**src/rtl/ccd_adc_readout_if.sv**
```systemverilog
// ----------------------------------------------------------------------------
// ccd_adc_readout_if
//   Wishbone classic slave bus used by firmware to access the CCD ADC readout
//   block.
//   master modport : drives strobe/cycle/write/select/address/write data,
//                    receives ack and read data.
//   slave modport  : the opposite view, used by ccd_adc_readout.
// ----------------------------------------------------------------------------
interface ccd_adc_readout_if;
  logic        wbs_stb_i;
  logic        wbs_cyc_i;
  logic        wbs_we_i;
  logic [3:0]  wbs_sel_i;
  logic [31:0] wbs_adr_i;
  logic [31:0] wbs_dat_i;
  logic        wbs_ack_o;
  logic [31:0] wbs_dat_o;

  modport master (
    output wbs_stb_i, wbs_cyc_i, wbs_we_i, wbs_sel_i, wbs_adr_i, wbs_dat_i,
    input  wbs_ack_o, wbs_dat_o
  );

  modport slave (
    input  wbs_stb_i, wbs_cyc_i, wbs_we_i, wbs_sel_i, wbs_adr_i, wbs_dat_i,
    output wbs_ack_o, wbs_dat_o
  );
endinterface

```
**src/rtl/ccd_adc_readout.sv**
```systemverilog
// ----------------------------------------------------------------------------
// ccd_adc_readout
//   Runs one serial-ADC conversion per start strobe from the CCD clock
//   generator, tags each sample with its pixel index within the line and
//   buffers the tagged samples in a FIFO that firmware drains over Wishbone.
//
// Ports
//   wb_clk_i               in   single clock for all logic
//   wb_rst_i               in   asynchronous active-high reset
//   wbs                    slave Wishbone bus (registers DATA/STATUS/CTRL)
//   i_adc_start_conversion in   start strobe, asynchronous to wb_clk_i
//   o_adc_cs_n             out  ADC chip select, active low
//   o_adc_sclk             out  ADC serial clock, idles low
//   i_adc_sdo              in   ADC serial data, MSB first
//   o_irq                  out  level interrupt (registered)
//
// Registers
//   DATA   (read)  pop one word: [31] valid, [27:16] pixel index, sample LSBs
//   STATUS (read)  [4:0] count, [8] full, [9] empty, [10] ovf, [11] line_done,
//                  [12] busy, [23:16] overrun count
//          (write) 1 to [10]/[11] clears them; any write zeros overrun count
//   CTRL   [0] enable, [1] flush (self-clearing, reads 0)
// ----------------------------------------------------------------------------
module ccd_adc_readout #(
  parameter int          ADC_BITS        = 12,
  parameter int          SCLK_DIV        = 2,
  parameter int          CONV_WAIT       = 8,
  parameter int          FIFO_DEPTH      = 16,
  parameter int          PIXELS_PER_LINE = 2052,
  parameter logic [31:0] DATA_ADDRESS    = 32'h3000_0020,
  parameter logic [31:0] STATUS_ADDRESS  = 32'h3000_0024,
  parameter logic [31:0] CTRL_ADDRESS    = 32'h3000_0028
) (
  input  logic                   wb_clk_i,
  input  logic                   wb_rst_i,
  ccd_adc_readout_if.slave       wbs,
  input  logic                   i_adc_start_conversion,
  output logic                   o_adc_cs_n,
  output logic                   o_adc_sclk,
  input  logic                   i_adc_sdo,
  output logic                   o_irq
);

  localparam int PTR_W   = $clog2(FIFO_DEPTH);
  localparam int CNT_W   = PTR_W + 1;
  localparam int IDX_W   = 12;
  localparam int ENTRY_W = IDX_W + ADC_BITS;
  localparam int TMR_W   = 16;
  localparam int BIT_W   = $clog2(ADC_BITS + 1);

  localparam logic [TMR_W-1:0] CONV_LOAD   = TMR_W'(CONV_WAIT - 1);
  localparam logic [TMR_W-1:0] PERIOD_LAST = TMR_W'(2 * SCLK_DIV - 1);
  localparam logic [TMR_W-1:0] SCLK_HI     = TMR_W'(SCLK_DIV);
  localparam logic [BIT_W-1:0] BIT_LAST    = BIT_W'(ADC_BITS - 1);
  localparam logic [CNT_W-1:0] FULL_CNT    = CNT_W'(FIFO_DEPTH);
  localparam logic [CNT_W-1:0] HALF_CNT    = CNT_W'(FIFO_DEPTH / 2);
  localparam logic [IDX_W-1:0] IDX_LAST    = IDX_W'(PIXELS_PER_LINE - 1);

  typedef enum logic [1:0] {IDLE, CONV, SHIFT, STORE} state_t;

  // --------------------------------------------------------------------------
  // Registers
  // --------------------------------------------------------------------------
  state_t               state, state_n;
  logic [TMR_W-1:0]     tmr, tmr_n;
  logic [BIT_W-1:0]     bit_cnt, bit_n;
  logic [2:0]           start_sync;
  logic [ADC_BITS-1:0]  shreg;
  logic [IDX_W-1:0]     pixel_idx;
  logic                 enable;
  logic                 ovf;
  logic                 line_done;
  logic [7:0]           overrun_cnt;
  logic [PTR_W-1:0]     wr_ptr, rd_ptr;
  logic [CNT_W-1:0]     fifo_count;
  logic [ENTRY_W-1:0]   mem [FIFO_DEPTH];

  // --------------------------------------------------------------------------
  // Combinational helpers
  // --------------------------------------------------------------------------
  logic                 start_pulse;
  logic                 cs_n_n, sclk_n, sample_en;
  logic                 wb_req, hit_data, hit_status, hit_ctrl, decoded;
  logic                 ctrl_wr, status_wr, data_rd, flush_req;
  logic                 full, empty, pop, store_en, store_fire, push;
  logic [ENTRY_W-1:0]   head;
  logic [31:0]          status_word, rd_data;
  logic                 unused_bits;

  // Start strobe crosses into wb_clk_i through two flops; the third flop
  // remembers the previous synchronised level for rising-edge detection.
  assign start_pulse = start_sync[1] & ~start_sync[2] & enable;

  assign wb_req     = wbs.wbs_stb_i & wbs.wbs_cyc_i & ~wbs.wbs_ack_o;
  assign hit_data   = (wbs.wbs_adr_i == DATA_ADDRESS);
  assign hit_status = (wbs.wbs_adr_i == STATUS_ADDRESS);
  assign hit_ctrl   = (wbs.wbs_adr_i == CTRL_ADDRESS);
  assign decoded    = hit_data | hit_status | hit_ctrl;
  assign ctrl_wr    = wb_req & hit_ctrl & wbs.wbs_we_i;
  assign status_wr  = wb_req & hit_status & wbs.wbs_we_i;
  assign data_rd    = wb_req & hit_data & ~wbs.wbs_we_i;
  assign flush_req  = ctrl_wr & wbs.wbs_dat_i[1];

  assign full  = (fifo_count == FULL_CNT);
  assign empty = (fifo_count == '0);
  assign head  = mem[rd_ptr];
  assign pop   = data_rd & ~empty;

  // A STORE only counts while enabled; a coincident flush discards it.
  assign store_en   = (state == STORE) & enable & ~flush_req;
  // A pop in the same cycle frees the slot, so a full FIFO still accepts.
  assign store_fire = store_en;
  assign push       = store_fire & (~full | pop);

  assign unused_bits = ^{wbs.wbs_sel_i, wbs.wbs_dat_i[31:12], wbs.wbs_dat_i[9:2]};

  // --------------------------------------------------------------------------
  // Conversion FSM: state register
  // --------------------------------------------------------------------------
  // NOTE: sequential state uses non-blocking (<=) so every flop samples the
  // pre-edge values; blocking here would create order-dependent races.
  always_ff @(posedge wb_clk_i or posedge wb_rst_i) begin
    if (wb_rst_i) begin
      state   <= IDLE;
      tmr     <= '0;
      bit_cnt <= '0;
    end else begin
      state   <= state_n;
      tmr     <= tmr_n;
      bit_cnt <= bit_n;
    end
  end

  // --------------------------------------------------------------------------
  // Conversion FSM: next state and next output levels
  // --------------------------------------------------------------------------
  // NOTE: every signal gets a default before the case, so no path leaves a
  // variable unassigned and no latch is inferred.
  always_comb begin
    state_n = state;
    tmr_n   = tmr;
    bit_n   = bit_cnt;
    unique case (state)
      IDLE: begin
        if (start_pulse) begin
          state_n = CONV;
          tmr_n   = CONV_LOAD;
        end
      end
      CONV: begin
        if (tmr == '0) begin
          state_n = SHIFT;
          tmr_n   = '0;
          bit_n   = '0;
        end else begin
          tmr_n = tmr - TMR_W'(1);
        end
      end
      SHIFT: begin
        // One SCLK period is 2*SCLK_DIV cycles: low half first, then high.
        if (tmr == PERIOD_LAST) begin
          tmr_n = '0;
          if (bit_cnt == BIT_LAST) state_n = STORE;
          else                     bit_n   = bit_cnt + BIT_W'(1);
        end else begin
          tmr_n = tmr + TMR_W'(1);
        end
      end
      STORE: state_n = IDLE;
      default: state_n = IDLE;
    endcase
    // Clearing enable abandons whatever conversion is in flight.
    if (!enable) state_n = IDLE;

    // ADC pins are registered from the next state so they never glitch.
    cs_n_n    = !((state_n == CONV) || (state_n == SHIFT));
    sclk_n    = (state_n == SHIFT) && (tmr_n >= SCLK_HI);
    sample_en = (state_n == SHIFT) && (tmr_n == SCLK_HI);
  end

  // --------------------------------------------------------------------------
  // ADC pins, synchroniser and shift register
  // --------------------------------------------------------------------------
  always_ff @(posedge wb_clk_i or posedge wb_rst_i) begin
    if (wb_rst_i) begin
      o_adc_cs_n <= 1'b1;
      o_adc_sclk <= 1'b0;
      start_sync <= '0;
      shreg      <= '0;
    end else begin
      o_adc_cs_n <= cs_n_n;
      o_adc_sclk <= sclk_n;
      start_sync <= {start_sync[1:0], i_adc_start_conversion};
      // SDO is captured on the same edge that raises SCLK.
      if (sample_en) shreg <= {shreg[ADC_BITS-2:0], i_adc_sdo};
    end
  end

  // --------------------------------------------------------------------------
  // FIFO storage
  // --------------------------------------------------------------------------
  // NOTE: the storage array has no reset; validity is tracked solely by the
  // pointers and count, which are reset.
  always_ff @(posedge wb_clk_i) begin
    if (push) mem[wr_ptr] <= {pixel_idx, shreg};
  end

  always_ff @(posedge wb_clk_i or posedge wb_rst_i) begin
    if (wb_rst_i) begin
      wr_ptr     <= '0;
      rd_ptr     <= '0;
      fifo_count <= '0;
    end else if (flush_req) begin
      wr_ptr     <= '0;
      rd_ptr     <= '0;
      fifo_count <= '0;
    end else begin
      if (push) wr_ptr <= wr_ptr + PTR_W'(1);
      if (pop)  rd_ptr <= rd_ptr + PTR_W'(1);
      unique case ({push, pop})
        2'b10:   fifo_count <= fifo_count + CNT_W'(1);
        2'b01:   fifo_count <= fifo_count - CNT_W'(1);
        default: fifo_count <= fifo_count;
      endcase
    end
  end

  // --------------------------------------------------------------------------
  // Pixel index, sticky flags, overrun counter, control
  // --------------------------------------------------------------------------
  always_ff @(posedge wb_clk_i or posedge wb_rst_i) begin
    if (wb_rst_i) begin
      pixel_idx   <= '0;
      enable      <= 1'b0;
      ovf         <= 1'b0;
      line_done   <= 1'b0;
      overrun_cnt <= '0;
    end else begin
      if (ctrl_wr) enable <= wbs.wbs_dat_i[0];

      // The index advances even when the sample itself is dropped.
      if (flush_req) begin
        pixel_idx <= '0;
      end else if (store_en) begin
        pixel_idx <= (pixel_idx == IDX_LAST) ? '0 : pixel_idx + IDX_W'(1);
      end

      // Setting a sticky flag takes priority over a clear in the same cycle.
      if (store_fire && full && !pop)             ovf <= 1'b1;
      else if (status_wr && wbs.wbs_dat_i[10])    ovf <= 1'b0;

      if (store_en && (pixel_idx == IDX_LAST))    line_done <= 1'b1;
      else if (status_wr && wbs.wbs_dat_i[11])    line_done <= 1'b0;

      if (status_wr) begin
        overrun_cnt <= '0;
      end else if (start_pulse && (state != IDLE) && (overrun_cnt != 8'hFF)) begin
        overrun_cnt <= overrun_cnt + 8'd1;
      end
    end
  end

  // --------------------------------------------------------------------------
  // Register read mux
  // --------------------------------------------------------------------------
  always_comb begin
    status_word        = '0;
    status_word[4:0]   = 5'(fifo_count);
    status_word[8]     = full;
    status_word[9]     = empty;
    status_word[10]    = ovf;
    status_word[11]    = line_done;
    status_word[12]    = (state != IDLE);
    status_word[23:16] = overrun_cnt;
  end

  always_comb begin
    rd_data = '0;
    if (hit_data) begin
      // An empty FIFO reads as all zeros, which also leaves valid clear.
      if (!empty) begin
        rd_data[31]             = 1'b1;
        rd_data[27:16]          = head[ENTRY_W-1:ADC_BITS];
        rd_data[ADC_BITS-1:0]   = head[ADC_BITS-1:0];
      end
    end else if (hit_status) begin
      rd_data = status_word;
    end else if (hit_ctrl) begin
      rd_data[0] = enable;
    end
  end

  // --------------------------------------------------------------------------
  // Wishbone response and interrupt
  // --------------------------------------------------------------------------
  always_ff @(posedge wb_clk_i or posedge wb_rst_i) begin
    if (wb_rst_i) begin
      wbs.wbs_ack_o <= 1'b0;
      wbs.wbs_dat_o <= '0;
      o_irq         <= 1'b0;
    end else begin
      wbs.wbs_ack_o <= wb_req & decoded;
      if (wb_req && decoded && !wbs.wbs_we_i) wbs.wbs_dat_o <= rd_data;
      o_irq <= enable & ((fifo_count >= HALF_CNT) | line_done | ovf);
    end
  end

endmodule

```
**src/flat_wrapper.sv**
```systemverilog
// flat-port wrapper written by rule: the top's interface ports become plain ports
module ccd_adc_readout_flat 
#(
  parameter int          ADC_BITS        = 12,
  parameter int          SCLK_DIV        = 2,
  parameter int          CONV_WAIT       = 8,
  parameter int          FIFO_DEPTH      = 16,
  parameter int          PIXELS_PER_LINE = 2052,
  parameter logic [31:0] DATA_ADDRESS    = 32'h3000_0020,
  parameter logic [31:0] STATUS_ADDRESS  = 32'h3000_0024,
  parameter logic [31:0] CTRL_ADDRESS    = 32'h3000_0028
)
  (wb_clk_i, wb_rst_i, i_adc_start_conversion, o_adc_cs_n, o_adc_sclk, i_adc_sdo, o_irq, wbs_wbs_stb_i, wbs_wbs_cyc_i, wbs_wbs_we_i, wbs_wbs_sel_i, wbs_wbs_adr_i, wbs_wbs_dat_i, wbs_wbs_ack_o, wbs_wbs_dat_o);
  ccd_adc_readout_if wbs_i ();
  input  logic wb_clk_i;
  input  logic wb_rst_i;
  input  logic i_adc_start_conversion;
  output logic o_adc_cs_n;
  output logic o_adc_sclk;
  input  logic i_adc_sdo;
  output logic o_irq;
  input wire logic [$bits(wbs_i.wbs_stb_i)-1:0] wbs_wbs_stb_i;
  input wire logic [$bits(wbs_i.wbs_cyc_i)-1:0] wbs_wbs_cyc_i;
  input wire logic [$bits(wbs_i.wbs_we_i)-1:0] wbs_wbs_we_i;
  input wire logic [$bits(wbs_i.wbs_sel_i)-1:0] wbs_wbs_sel_i;
  input wire logic [$bits(wbs_i.wbs_adr_i)-1:0] wbs_wbs_adr_i;
  input wire logic [$bits(wbs_i.wbs_dat_i)-1:0] wbs_wbs_dat_i;
  output wire logic [$bits(wbs_i.wbs_ack_o)-1:0] wbs_wbs_ack_o;
  output wire logic [$bits(wbs_i.wbs_dat_o)-1:0] wbs_wbs_dat_o;
  assign wbs_i.wbs_stb_i = wbs_wbs_stb_i;
  assign wbs_i.wbs_cyc_i = wbs_wbs_cyc_i;
  assign wbs_i.wbs_we_i = wbs_wbs_we_i;
  assign wbs_i.wbs_sel_i = wbs_wbs_sel_i;
  assign wbs_i.wbs_adr_i = wbs_wbs_adr_i;
  assign wbs_i.wbs_dat_i = wbs_wbs_dat_i;
  assign wbs_wbs_ack_o = wbs_i.wbs_ack_o;
  assign wbs_wbs_dat_o = wbs_i.wbs_dat_o;
  ccd_adc_readout #(.ADC_BITS(ADC_BITS), .SCLK_DIV(SCLK_DIV), .CONV_WAIT(CONV_WAIT), .FIFO_DEPTH(FIFO_DEPTH), .PIXELS_PER_LINE(PIXELS_PER_LINE), .DATA_ADDRESS(DATA_ADDRESS), .STATUS_ADDRESS(STATUS_ADDRESS), .CTRL_ADDRESS(CTRL_ADDRESS)) u_core (.wb_clk_i(wb_clk_i), .wb_rst_i(wb_rst_i), .wbs(wbs_i), .i_adc_start_conversion(i_adc_start_conversion), .o_adc_cs_n(o_adc_cs_n), .o_adc_sclk(o_adc_sclk), .i_adc_sdo(i_adc_sdo), .o_irq(o_irq));
endmodule
```
**config.mk**
```make
export PLATFORM = sky130hd
export DESIGN_NAME = ccd_adc_readout_flat
export DESIGN_NICKNAME = d
export VERILOG_FILES = /design/src/rtl/ccd_adc_readout_if.sv /design/src/rtl/ccd_adc_readout.sv /design/src/flat_wrapper.sv
export SDC_FILE = /design/constraint.sdc
export NUM_CORES = 1
export LEC_CHECK = 0
export ABC_AREA = 1
export BUFFER_PORTS_ARGS = -buffer_cell sky130_fd_sc_hd__clkbuf_2
export CORE_ASPECT_RATIO = 1.25
export CORE_UTILIZATION = 45
export DETAILED_ROUTE_END_ITERATION = 8
export GPL_TIMING_DRIVEN = 0
export PLACE_DENSITY = 0.73
export SYNTH_ARGS = -nofsm -noshare
export SYNTH_HDL_FRONTEND = slang
export SYNTH_SLANG_ARGS = --single-unit
export TNS_END_PERCENT = 5
```
**constraint.sdc**
```tcl
create_clock -name wb_clk_i -period 3.8 [get_ports wb_clk_i]
set_clock_uncertainty 0.1 [all_clocks]
set_input_delay 0 -clock wb_clk_i [delete_from_list [all_inputs] [get_ports wb_clk_i]]
set_output_delay 0 -clock wb_clk_i [all_outputs]
set_load 0.01 [all_outputs]
```
==> impl_metrics.ini <==
[detailed_routing]
antenna_left = 0
vias = 16200
drc = 0
drt-total-wl_mm = 61.7
via_per_inst = 5.95
drtIter0Drc = 2123
drt-wirelength-per-cell_um = 22.7
dr.pass1.iters = 6

[logic_synthesis]
syn_area_um2 = 21100
synth-seq-cells = 487
synthCells = 1937
synth-edff-count = 384
synthArstFlopShare = 0.211
synth_ff_type = edfxtp_1
yosys_warnings = 0
synth_cell_types = 49
yosysSeqAreaShare = 0.668
syn_area_per_cell_um2 = 10.9

[finish]
syn2layout_area_growth_pct = 15.0
final_common_cell = edfxtp_1
drive_gt1_frac = 0.109
design_area_um2 = 24300
nets = 2190
n_antenna_cell = 0
mostFrequentLayoutCells = 384 x edfxtp_1, 326 x nand2_1, 229 x nor2_1

[outcome]
outcome = finished clean

[power]
power_switching_mw = 3.68
power_mw = 12.7
clkPwrFrac = 0.346
switching_share = 0.289
seq_power_share = 0.489
leakagePower_nw = 9.59
powerDensity_nw_per_um2 = 524
irDropWorstVdd_uv = 526
intPower_mw = 9.05
p_comb_frac = 0.165

[global_route]
grt_pass1_vias = 15800
grtUsageTotal = 0.257
gr-total-overflow = 0
grt_max_degree = 68
antenna_found_initial = 0
grt_pass1_wl_mm = 92.2

[clock_tree]
clock_latency_ns = 0.57
cts_root_buf = clkbuf_16
clk_transition_reported_paths_ns = 0.06
cts_made_buffers = 44
clock_path_buffers = 3
cts_tree = done
htreeDepth = 2
postCtsSetupRepairBufs = 0
cts_sinks = 487

[sta]
worstMarginPinSlew_ns = 1.02
final-hold-violation-count = 0
setup_viol = 0
clock.fmax_ghz = 0.281
slew_headroom = 0.317
slew_viol_final = 0
final.min_clock_period_ns = 3.56
finalCritPeriodShare = 0.936
grt_setup_unrepaired = no

[worst_setup_path]
worst_setup_path_start_kind = register
crit_type = register to register
crit_fanout = 10
critical-path-max-stage-delay_ns = 0.43
arrival_ns = 3.92
cp.required_ns = 4.16
timing.critical_path.mode_cell = inv_1
crit_path_cell_trace = nor4_2, nand2_1, inv_1, nor2_1, nand2_4, nand2_1, nand2_2, ha_2, inv_1, fa_1, o21ai_0, a21oi_1, or2_2, nand3_1, inv_1
crit_path_top_delay_cell = dfrtp_1
endpoint_kind = register

[die]
die_y_um = 244
fp.dieW_um = 196
rows = 88
dieArea_um2 = 47800
ios = 111
start_util = 0.457
coreArea_um2 = 46200

[place]
dpl.hpwl_mm = 40.6
gp_congestion = 0.917
place_area_um2 = 22600
numPortBuffers = 72

[flow_run]
maxCapViolCount = 0

[hold_path]
hold_class = input port to register
## routing by layer
| metal | GRT usage | share of wire | up-vias |
|---|---|---|---|
| met4 | 0.143 | 0.056 | 0 |
| met1 | 0.315 | 0.36 | 7767 |
| li1 | - | - | 7172 |
| met3 | 0.0393 | 0.10 | 207 |
| met5 | 0 | 0 | - |
| met2 | 0.433 | 0.49 | 1041 |
## synthesized netlist by cell type, drive strengths merged, types with 5 or more instances
master / number / area [um^2]
nand2: 335 / 1280
a21o: 5 / 37.5
nor2: 259 / 1050
a211oi: 8 / 60.1
a21oi: 49 / 245
o22ai: 27 / 169
o221ai: 39 / 342
nand3: 138 / 706
clkbuf: 83 / 312
o21ai: 218 / 1090
o211ai: 9 / 67.6
nand3b: 5 / 41.3
nor3: 17 / 85.1
ha: 15 / 188
dfrtp: 102 / 2550
xor2: 11 / 96.3
nand4: 59 / 394
inv: 125 / 469
edfxtp: 384 / 11500
buf: 21 / 160
## critical path: cells and delay by family, from the launching register on
family          cells  cell delay [ns]
simple gates        8             1.61
fa+ha+maj           2             0.67
buf+inv             3             0.22
compound gates      2             0.40
flops               1             0.43
## registers in the layout, summed over array words and instances, names as in the netlist, 2 cells and up
register,cells
u_core.bit_cnt,4
u_core.start_sync,3
u_core.wr_ptr,4
u_core.fifo_count,5
u_core.rd_ptr,4
u_core.pixel_idx,12
u_core.state,2
u_core.wbs.wbs_dat_o,26
u_core.mem,384
u_core.overrun_cnt,8
u_core.tmr,16
u_core.shreg,12
## layout make-up
class	instances	area (um^2)
Clock buffer	55	1150
Multi-Input combinational cell	1224	6220
Fill cell	3855	21900
Inverter	127	479
Buffer	104	472
Tap cell	585	732
Timing Repair Buffer	111	873
Sequential cell	487	14100
Clock inverter	26	253
## repair_timing
action | in CTS | in global routing
gates resized for setup | 4 | 2
hold buffers | 25 | 0
endpoints found under the setup margin | 16 | 5
hold endpoints to repair | 131 | 0
## power by group through the flow
stage          clock [mW]  sequential, mW  combinational (mW)
3_3_place_gp            0            6.32                2.00
2_1_floorplan           0            6.25                1.57
3_5_place_dp            0            6.33                2.07
5_1_grt              4.60            6.26                2.36
4_1_cts              4.41            6.22                2.10
6_report             4.40            6.23                2.10
## path summary, 6_finish.rpt
path	slack [ns]	to	startpoint	cells after the start
setup / recovery	0.24	u_core.fifo_count[4]$_DFFE_PP0P_	u_core.fifo_count[0]$_DFFE_PP0P_	15
hold / removal	0.05	u_core.wbs.wbs_dat_o[3]$_DFFE_PP0P_	wbs_wbs_adr_i[17]	10
setup reg to reg	0.24	u_core.fifo_count[4]$_DFFE_PP0P_	u_core.fifo_count[0]$_DFFE_PP0P_	15
hold reg to reg	0.26	u_core.start_sync[1]$_DFF_PP0_	u_core.start_sync[0]$_DFF_PP0_	0
max in group asynchronous	2.28	u_core.o_adc_cs_n$_DFF_PP1_	wb_rst_i	5
min in group asynchronous	0.52	u_core.fifo_count[3]$_DFFE_PP0P_	wb_rst_i	4
## stage by stage
stage,setup TNS (ns),setup WS [ns],cells,hold slack (ns),util
after floorplan,0,0.273,1942,-0.0686,-
after global placement,-546.04,-2.23,2599,0.00814,0.481
after detailed placement,-0.445,-0.412,2613,-0.00139,0.489
after CTS,0,0.0819,2719,0.0242,0.525
after global routing,0,0.0524,2719,0.106,0.525
final,0,0.243,2719,0.0474,0.525
## logic make-up after synthesis
kind of cell    synth area share
compound gates             0.100
fa+ha+maj                0.00983
flops                      0.668
simple gates               0.171
xor+xnor                 0.00580
other cells             0.000178
buf+inv                   0.0449
Power figures use the tool's default switching activity.
